--- config.mk ---
export PLATFORM = sky130hd
export DESIGN_NAME = std_store_buffer
export DESIGN_NICKNAME = d
export VERILOG_FILES = /design/src/rtl/std_cache_pkg.sv /design/src/rtl/sbuf_fifo.sv /design/src/rtl/std_store_buffer.sv
export SDC_FILE = /design/constraint.sdc
export NUM_CORES = 1
export LEC_CHECK = 0
export ABC_AREA = 1
export BUFFER_PORTS_ARGS = -buffer_cell sky130_fd_sc_hd__buf_2
export CORE_MARGIN = 4
export CORE_UTILIZATION = 55
export DETAILED_ROUTE_END_ITERATION = 7
export PLACE_DENSITY = 0.78
export SLEW_MARGIN = 20
export SYNTH_ARGS = -nofsm -noshare
export SYNTH_HDL_FRONTEND = slang
export SYNTH_SLANG_ARGS = --single-unit
--- constraint.sdc ---
create_clock -name clk_i -period 8.5 [get_ports clk_i]
set_clock_uncertainty 0.15 [all_clocks]
set_input_delay 0.85 -clock clk_i [delete_from_list [all_inputs] [get_ports clk_i]]
set_output_delay 0.85 -clock clk_i [all_outputs]
set_load 0.005 [all_outputs]
--- src/rtl/std_cache_pkg.sv ---
// rtl/std_cache_pkg.sv - shared store-buffer entry type and issue FSM states
package std_cache_pkg;

  // Entries carry a fixed-width paddr; instances with PLEN < 64 zero-extend into it.
  localparam int SBUF_PADDR_W = 64;

  typedef struct packed {
    logic [SBUF_PADDR_W-1:0] paddr;
    logic [63:0]             data;
    logic [7:0]              be;
    logic [1:0]              size;
  } sbuf_entry_t;

  typedef enum logic [1:0] {
    SB_IDLE = 2'd0,
    SB_REQ  = 2'd1,
    SB_TAG  = 2'd2
  } sbuf_state_e;

endpackage

--- src/rtl/sbuf_fifo.sv ---
// rtl/sbuf_fifo.sv - circular store FIFO with wrapping pointers and occupancy count
module sbuf_fifo
  import std_cache_pkg::*;
#(
  parameter int DEPTH = 4
) (
  input  logic                                   clk_i,
  input  logic                                   rst_i,
  input  logic                                   push_i,
  input  logic                                   pop_i,
  input  sbuf_entry_t                            wdata_i,
  output sbuf_entry_t                            head_o,
  output logic [$clog2(DEPTH)-1:0]               rptr_o,
  output logic [$clog2(DEPTH):0]                 count_o,
  output logic [DEPTH-1:0][SBUF_PADDR_W-1:0]     paddr_o
);

  localparam int PW = $clog2(DEPTH);
  localparam int CW = PW + 1;

  sbuf_entry_t   mem_q [DEPTH];
  logic [PW-1:0] wptr_q, wptr_d;
  logic [PW-1:0] rptr_q, rptr_d;
  logic [CW-1:0] count_q, count_d;

  // DEPTH is a power of two, so plain pointer overflow gives the DEPTH-1 -> 0 wrap.
  always_comb begin
    wptr_d  = wptr_q + PW'(push_i);
    rptr_d  = rptr_q + PW'(pop_i);
    count_d = count_q + CW'(push_i) - CW'(pop_i);
  end

  always_ff @(posedge clk_i) begin
    if (rst_i) begin
      wptr_q  <= '0;
      rptr_q  <= '0;
      count_q <= '0;
    end else begin
      wptr_q  <= wptr_d;
      rptr_q  <= rptr_d;
      count_q <= count_d;
    end
  end

  always_ff @(posedge clk_i) begin
    if (push_i) mem_q[wptr_q] <= wdata_i;
  end

  always_comb begin
    for (int i = 0; i < DEPTH; i++) paddr_o[i] = mem_q[i].paddr;
  end

  assign head_o  = mem_q[rptr_q];
  assign rptr_o  = rptr_q;
  assign count_o = count_q;

endmodule

--- src/rtl/std_store_buffer.sv ---
// rtl/std_store_buffer.sv - store buffer issuing buffered stores to a cache port (IDLE/REQ/TAG)
// Load page-offset hazard check is compiled in only with STD_SBUF_OFFSET_CHECK_EN.
module std_store_buffer
  import std_cache_pkg::*;
#(
  parameter int DEPTH   = 4,
  parameter int PLEN    = 56,
  parameter int INDEX_W = 12
) (
  input  logic                    clk_i,
  input  logic                    rst_i,
  input  logic                    st_valid_i,
  output logic                    st_ready_o,
  input  logic [PLEN-1:0]         st_paddr_i,
  input  logic [63:0]             st_data_i,
  input  logic [7:0]              st_be_i,
  input  logic [1:0]              st_size_i,
  input  logic                    flush_i,
  output logic                    empty_o,
  input  logic                    stall_i,
  output logic                    req_o,
  input  logic                    gnt_i,
  output logic                    we_o,
  output logic [INDEX_W-1:0]      index_o,
  output logic [PLEN-INDEX_W-1:0] tag_o,
  output logic                    tag_valid_o,
  output logic [63:0]             data_o,
  output logic [7:0]              be_o,
  output logic [1:0]              size_o,
  input  logic [INDEX_W-1:0]      ld_offset_i,
  output logic                    offset_match_o
);

  localparam int PW = $clog2(DEPTH);
  localparam int CW = PW + 1;

  sbuf_state_e                          state_q, state_d;
  logic [PLEN-INDEX_W-1:0]              tag_q, tag_d;
  logic                                 push, pop;
  sbuf_entry_t                          wentry, head;
  logic [PW-1:0]                        rptr;
  logic [CW-1:0]                        count;
  logic [DEPTH-1:0][SBUF_PADDR_W-1:0]   paddr_all;
  logic                                 unused_bits;

  assign st_ready_o = (count != CW'(DEPTH)) && !flush_i;
  assign push       = st_valid_i && st_ready_o;
  assign pop        = (state_q == SB_REQ) && gnt_i;

  always_comb begin
    wentry.paddr = SBUF_PADDR_W'(st_paddr_i);
    wentry.data  = st_data_i;
    wentry.be    = st_be_i;
    wentry.size  = st_size_i;
  end

  sbuf_fifo #(.DEPTH(DEPTH)) u_fifo (
    .clk_i   (clk_i),
    .rst_i   (rst_i),
    .push_i  (push),
    .pop_i   (pop),
    .wdata_i (wentry),
    .head_o  (head),
    .rptr_o  (rptr),
    .count_o (count),
    .paddr_o (paddr_all)
  );

  // Stall only gates leaving IDLE; a raised request is held until granted.
  always_comb begin
    state_d = state_q;
    tag_d   = tag_q;
    case (state_q)
      SB_IDLE: if (count != '0 && !stall_i) state_d = SB_REQ;
      SB_REQ: begin
        if (gnt_i) begin
          state_d = SB_TAG;
          tag_d   = head.paddr[PLEN-1:INDEX_W];
        end
      end
      SB_TAG:  state_d = SB_IDLE;
      default: state_d = SB_IDLE;
    endcase
  end

  always_ff @(posedge clk_i) begin
    if (rst_i) state_q <= SB_IDLE;
    else       state_q <= state_d;
    tag_q <= tag_d;
  end

  assign req_o       = (state_q == SB_REQ);
  assign tag_valid_o = (state_q == SB_TAG);
  assign we_o        = 1'b1;
  assign index_o     = head.paddr[INDEX_W-1:0];
  assign tag_o       = tag_q;
  assign data_o      = head.data;
  assign be_o        = head.be;
  assign size_o      = head.size;
  assign empty_o     = (count == '0) && (state_q == SB_IDLE);

`ifdef STD_SBUF_OFFSET_CHECK_EN
  localparam int OW = INDEX_W - 3;

  logic [OW-1:0]    toff_q, toff_d;
  logic [PW-1:0]    rel [DEPTH];
  logic [DEPTH-1:0] valid;
  logic             match;

  // Compare at doubleword granularity; the popped store stays visible through its tag phase.
  always_comb begin
    toff_d = toff_q;
    if (pop) toff_d = head.paddr[INDEX_W-1:3];
    match = (state_q == SB_TAG) && (toff_q == ld_offset_i[INDEX_W-1:3]);
    for (int i = 0; i < DEPTH; i++) begin
      rel[i]   = PW'(i) - rptr;
      valid[i] = CW'(rel[i]) < count;
      if (valid[i] && (paddr_all[i][INDEX_W-1:3] == ld_offset_i[INDEX_W-1:3])) match = 1'b1;
    end
  end

  always_ff @(posedge clk_i) begin
    toff_q <= toff_d;
  end

  assign offset_match_o = match;
`else
  assign offset_match_o = 1'b0;
`endif

  assign unused_bits = ^{paddr_all, head.paddr, ld_offset_i, rptr};

endmodule

Word level (Yosys, flattened, before mapping)
Memory sizes are Yosys's and may differ from the RTL's. A register that Yosys moved wholly into a read port is not among the register bits. Cells that the tools add are included.

ROM bits: 0. Latch bits: 0. Memories: 1. Word-level logic and storage cells: 33. Register bits: 53. Bits in writable memories: 520. Input bits: 148.

Memories: u_fifo.mem_q (depth 4, width 130, read ports 1, clocked after memory_dff 1, wr ports 1, line sbuf_fifo.sv:21) `sbuf_entry_t mem_q [DEPTH];`.

$mul: 0. Mux-type cells: 6. Shifts and indexed selects: 0. Order comparisons: 0. Bitwise gates (word level): 0. Add/subtract/negate cells: 4. Equal/unequal tests: 5. Div/mod/pow operators: 0. Reduce and logical (&&, ||, !) cells: 12.

Operator list (count): 2-to-1 mux 2 bit (3); logical AND 1 bit (5); adder 2 x 1 -> 2 bit (2); case mux 2 bit (2 select lines) (1); AND reduction 2 bit (2); adder 3 x 1 -> 3 bit (1); logical NOT 3 bit (1); inequality test 3 bit, second input constant (1); nonzero test 3 bit (1); subtractor 3 x 1 -> 3 bit (1); equality test 2 x 1 -> 1 bit, second input constant (1); equality test 2 bit, second input constant (1); logical NOT 1 bit (2); logical NOT 2 bit (1); 2-to-1 mux 1 bit (2); inequality test 2 x 1 -> 1 bit, second input constant (1); inequality test 2 bit, second input constant (1).

Depth between registers and ports, before layout
Depth after elaboration: 5. Gate-level depth with buffers: 11. Gate-level depth less buffers: 11.

Hierarchy
A second synthesis with hierarchy kept.

Cell total of the unflattened synthesis: 1976. Area total of the unflattened synthesis: 25271.7 um^2.

By module, submodules not included: sbuf_fifo (seq. area each 16716.0 um^2, cells an instance 1908, area each 23802.8 um^2, times used 1); std_store_buffer (seq. area each 1361.3 um^2, cells an instance 68, area each 1468.9 um^2, times used 1).

Least setup slack after synthesis
Ideal clock, no wire load.

Path type: input port to flip-flop. Start: input flush_i. End: memory u_fifo.mem_q[0][0] in the netlist's numbering (enable). Path buffers: 0. Stages on the path: 3. Setup slack: 1142 ps. Library setup time: 621 ps. Data arrival time: 6586 ps. Cell sequence: a21oi_1 nand2_1 nor2_1.

Longest elaborated chain between the ends: 5.

RTL lines: from (decl) (line std_store_buffer.sv:18) `input logic flush_i,`; logical NOT 1 bit (line std_store_buffer.sv:46) `assign st_ready_o = (count != CW'(DEPTH)) && !flush_i;`; logical AND 1 bit (line std_store_buffer.sv:46); logical AND 1 bit (line std_store_buffer.sv:47) `assign push = st_valid_i && st_ready_o;`; 2-to-1 mux 1 bit (line sbuf_fifo.sv:46) `if (push_i) mem_q[wptr_q] <= wdata_i;`; 2-to-1 mux 1 bit (implied by the code) (line sbuf_fifo.sv:46); to (decl) (line sbuf_fifo.sv:21).

No other way between the ends.

==> results.ini <==
[yosys]
netlist_instances = 1458
synth_area_sq_um = 21700
largest_cells_by_area_after_synthesis = edfxtp_1 78%, nor2_1 4.8%, o21ai_0 4.3%
yosysWarnings = 0
netlist.top_cell.by_area = edfxtp_1
synth.net_count = 1609
netlist.area_leader.share_pct = 78.1
synth-seq-cells = 573
postSynthAreaPerCell_sq_um = 14.9
count_of_unique_library_cells_instantiated_by_yosys = 23
ys_seq_area_share_pct = 79.0

[clock_tree]
tritoncts_num_sinks = 573
cts_buffers = 56
cts_max_level = 2
ctsLongestPathBuffers = 3
cts_tree = yes
skew_pair_late_insertion_delay_ns = 0.59
path_clk_slew_ns = 0.06
post_cts.resized_instances = 0
ctsHoldBuffers = 0
cts.repair_timing.setup_buffer_count = 0
clock-root-buffer = clkbuf_16

[floorplanning]
start_util_pct = 55.8
floorplan.core_area_sq_um = 38800
overall_die_width_um = 207
die_area_sq_um = 42700
chipHeight_um = 207
ios = 284
placement_rows = 72

[worst_hold_path]
min_delay_path_depth = 1
class_of_the_tightest_hold_or_removal_check = in2reg

[finish]
layout_overhead_on_the_synthesized_area_pct = 13.6
num-fill-cells = 2746
design.final.nets = 1777
finish.utilization_pct = 63.5
drive_above_1_share_pct = 23.0

[critical_path]
critical_path_peak_fanout = 65
cp-end-kind = primary output
required_ns = 7.50
worst-r2r-cell-count = 5
cp_data_arrival_time_ns = 3.18
critical_path.startpoint_type = flip-flop
crit_type = reg2out

[global_routing]
grt_pass1_wl_mm = 67.6
largest_net_degree_at_the_start_of_global_routing = 111
vias_in_the_first_global_route = 12700
antenna_found_initial = 16
grt.overflow.total = 0
grt_usage_pct = 20.5

[timing]
report.final.slew_viol_count = 0
worst_hold_margin_ns = 0.315
max_slew_margin_pct = 28.3
setup_viol_count_final = 0
max_freq_ghz = 0.239
max_slew.worst_pin.slew_ns = 1.08
setup_slack_ns = 4.32
grt_setup_unrepaired = no
final.period_utilization_pct = 49.2
final.setup.tns_ns = 0
timing.final.hold_violations = 0
period_needed_ns = 4.18

[drt]
routed_vias_inst = 5.66
dr.first_iter.drc_count = 928
first_pass_iters = 5
drcViolationCount = 0
drt-total-wl_mm = 44.8
detail_route.wl_per_cell_um = 20.4
routed-via-count = 12400
drt.antenna.violating_nets = 0

[place]
gp_routability_congestion = 0.736
dp_slack_ns = 4.72
port_buffers = 269
dp_hpwl_mm = 24.0

[power]
pwr_density_cell_nw_per_um2 = 265
leakage_nw = 8.56
vdd.ir_drop.worst_v = 0.000221

[status]
outcome = completed

[job]
maxCapViolCount = 0

metal layers:
layer | share of wire, % | vias to the layer above | wire length, um | track usage, %
met2 | 49 | 444 | 21800 | 34.0
met4 | 2.4 | 22 | 1090 | 6.49
met5 | 0.31 | - | 140 | 0
li1 | - | 5714 | - | -
met1 | 39 | 6155 | 17400 | 25.2
met3 | 9.7 | 100 | 4370 | 7.56
logic make-up after synthesis:
| group | count (synthesis) | synth area share [%] |
|---|---|---|
| adder cells (fa/ha/maj) | 3 | 0.208 |
| buffers and inverters | 188 | 5.71 |
| flip-flops | 573 | 79.0 |
| AND/OR/NAND/NOR | 296 | 5.17 |
| AO/OA/AOI/OAI | 394 | 9.85 |
| XOR/XNOR | 2 | 0.0808 |
| other | 2 | 0.0346 |
synthesized netlist by cell type:
master / number
inv_6: 1
xnor2_1: 2
nand4_1: 2
clkbuf_2: 11
clkbuf_1: 20
fa_1: 1
inv_1: 12
or2_2: 1
nor2_1: 277
dfxtp_1: 9
o21ai_1: 73
conb_1: 2
nand3_1: 1
edfxtp_1: 564
buf_4: 99
buf_2: 30
buf_6: 14
o22ai_1: 130
ha_1: 2
o21ai_0: 187
nand2_1: 15
a21oi_1: 4
inv_2: 1
layout make-up:
type                    count  area [sq um]  share of cell area (%)
diodes                      7          17.5                  0.0711
clock buffers              71          1520                    6.17
clock inverters            34           427                    1.73
inverters                  14          62.6                   0.254
multi-input cells         697          3350                    13.6
flip-flops and latches    573         17100                    69.5
well taps                 518           648                    2.63
repair buffers            284          1480                    6.02
layout by cell type (no fill, tap or decap), types with 3 or more instances in the layout:
cell type   count
clkbuf_8        4
inv_1          11
clkinv_1        4
clkbuf_1       10
nor2_4          4
nand2_1        15
buf_2         269
clkinv_2       11
a21oi_1         4
clkbuf_16      57
nor2_1        273
bufinv_16       9
o21ai_1        73
buf_4          13
diode_2         7
edfxtp_1      564
o21ai_0       187
clkinvlp_4      3
o22ai_1       130
inv_6           4
dfxtp_1         7
state kept, by name (all words and copies together), names as in the netlist:
signal / flops
u_fifo.mem_q: 520
tag_o: 44
u_fifo.count_o: 3
state_q: 2
u_fifo.rptr_o: 2
u_fifo.wptr_q: 2
through the flow:
stage | instances | power, mW | area (sq um)
3_5_place_dp | 2086 | 4.03 | 22700
4_1_cts | 2191 | 6.58 | 24600
3_3_place_gp | 2086 | 4.00 | 22700
2_1_floorplan | 1458 | 3.89 | 21700
6_report | 2198 | 6.53 | 24600
5_1_grt | 2195 | 6.78 | 24600
report_power, final:
group,total [mW],switching [mW],internal (mW),leakage [nW]
logic,0.631,0.420,0.211,2.41
registers,3.34,0.0505,3.29,5.19
clock network,2.56,1.02,1.54,0.952
critical path, stage by stage (launching register included):
cell and delay (ns):
dfxtp_4 0.65, buf_4 0.62, buf_4 0.65, o21ai_0 0.20, o22ai_1 0.23, buf_2 0.16
path summary, 6_finish.rpt:
kind                startpoint             endpoint  slack (ns)
min              st_data_i[11]  u_fifo.mem_q[0][21]        0.31
min reg2reg  u_fifo.count_o[1]    u_fifo.count_o[2]        0.42
max reg2reg  u_fifo.count_o[1]  u_fifo.mem_q[0][49]        5.20
max           u_fifo.rptr_o[0]           data_o[11]        4.32
Power figures use the tool's default switching activity.
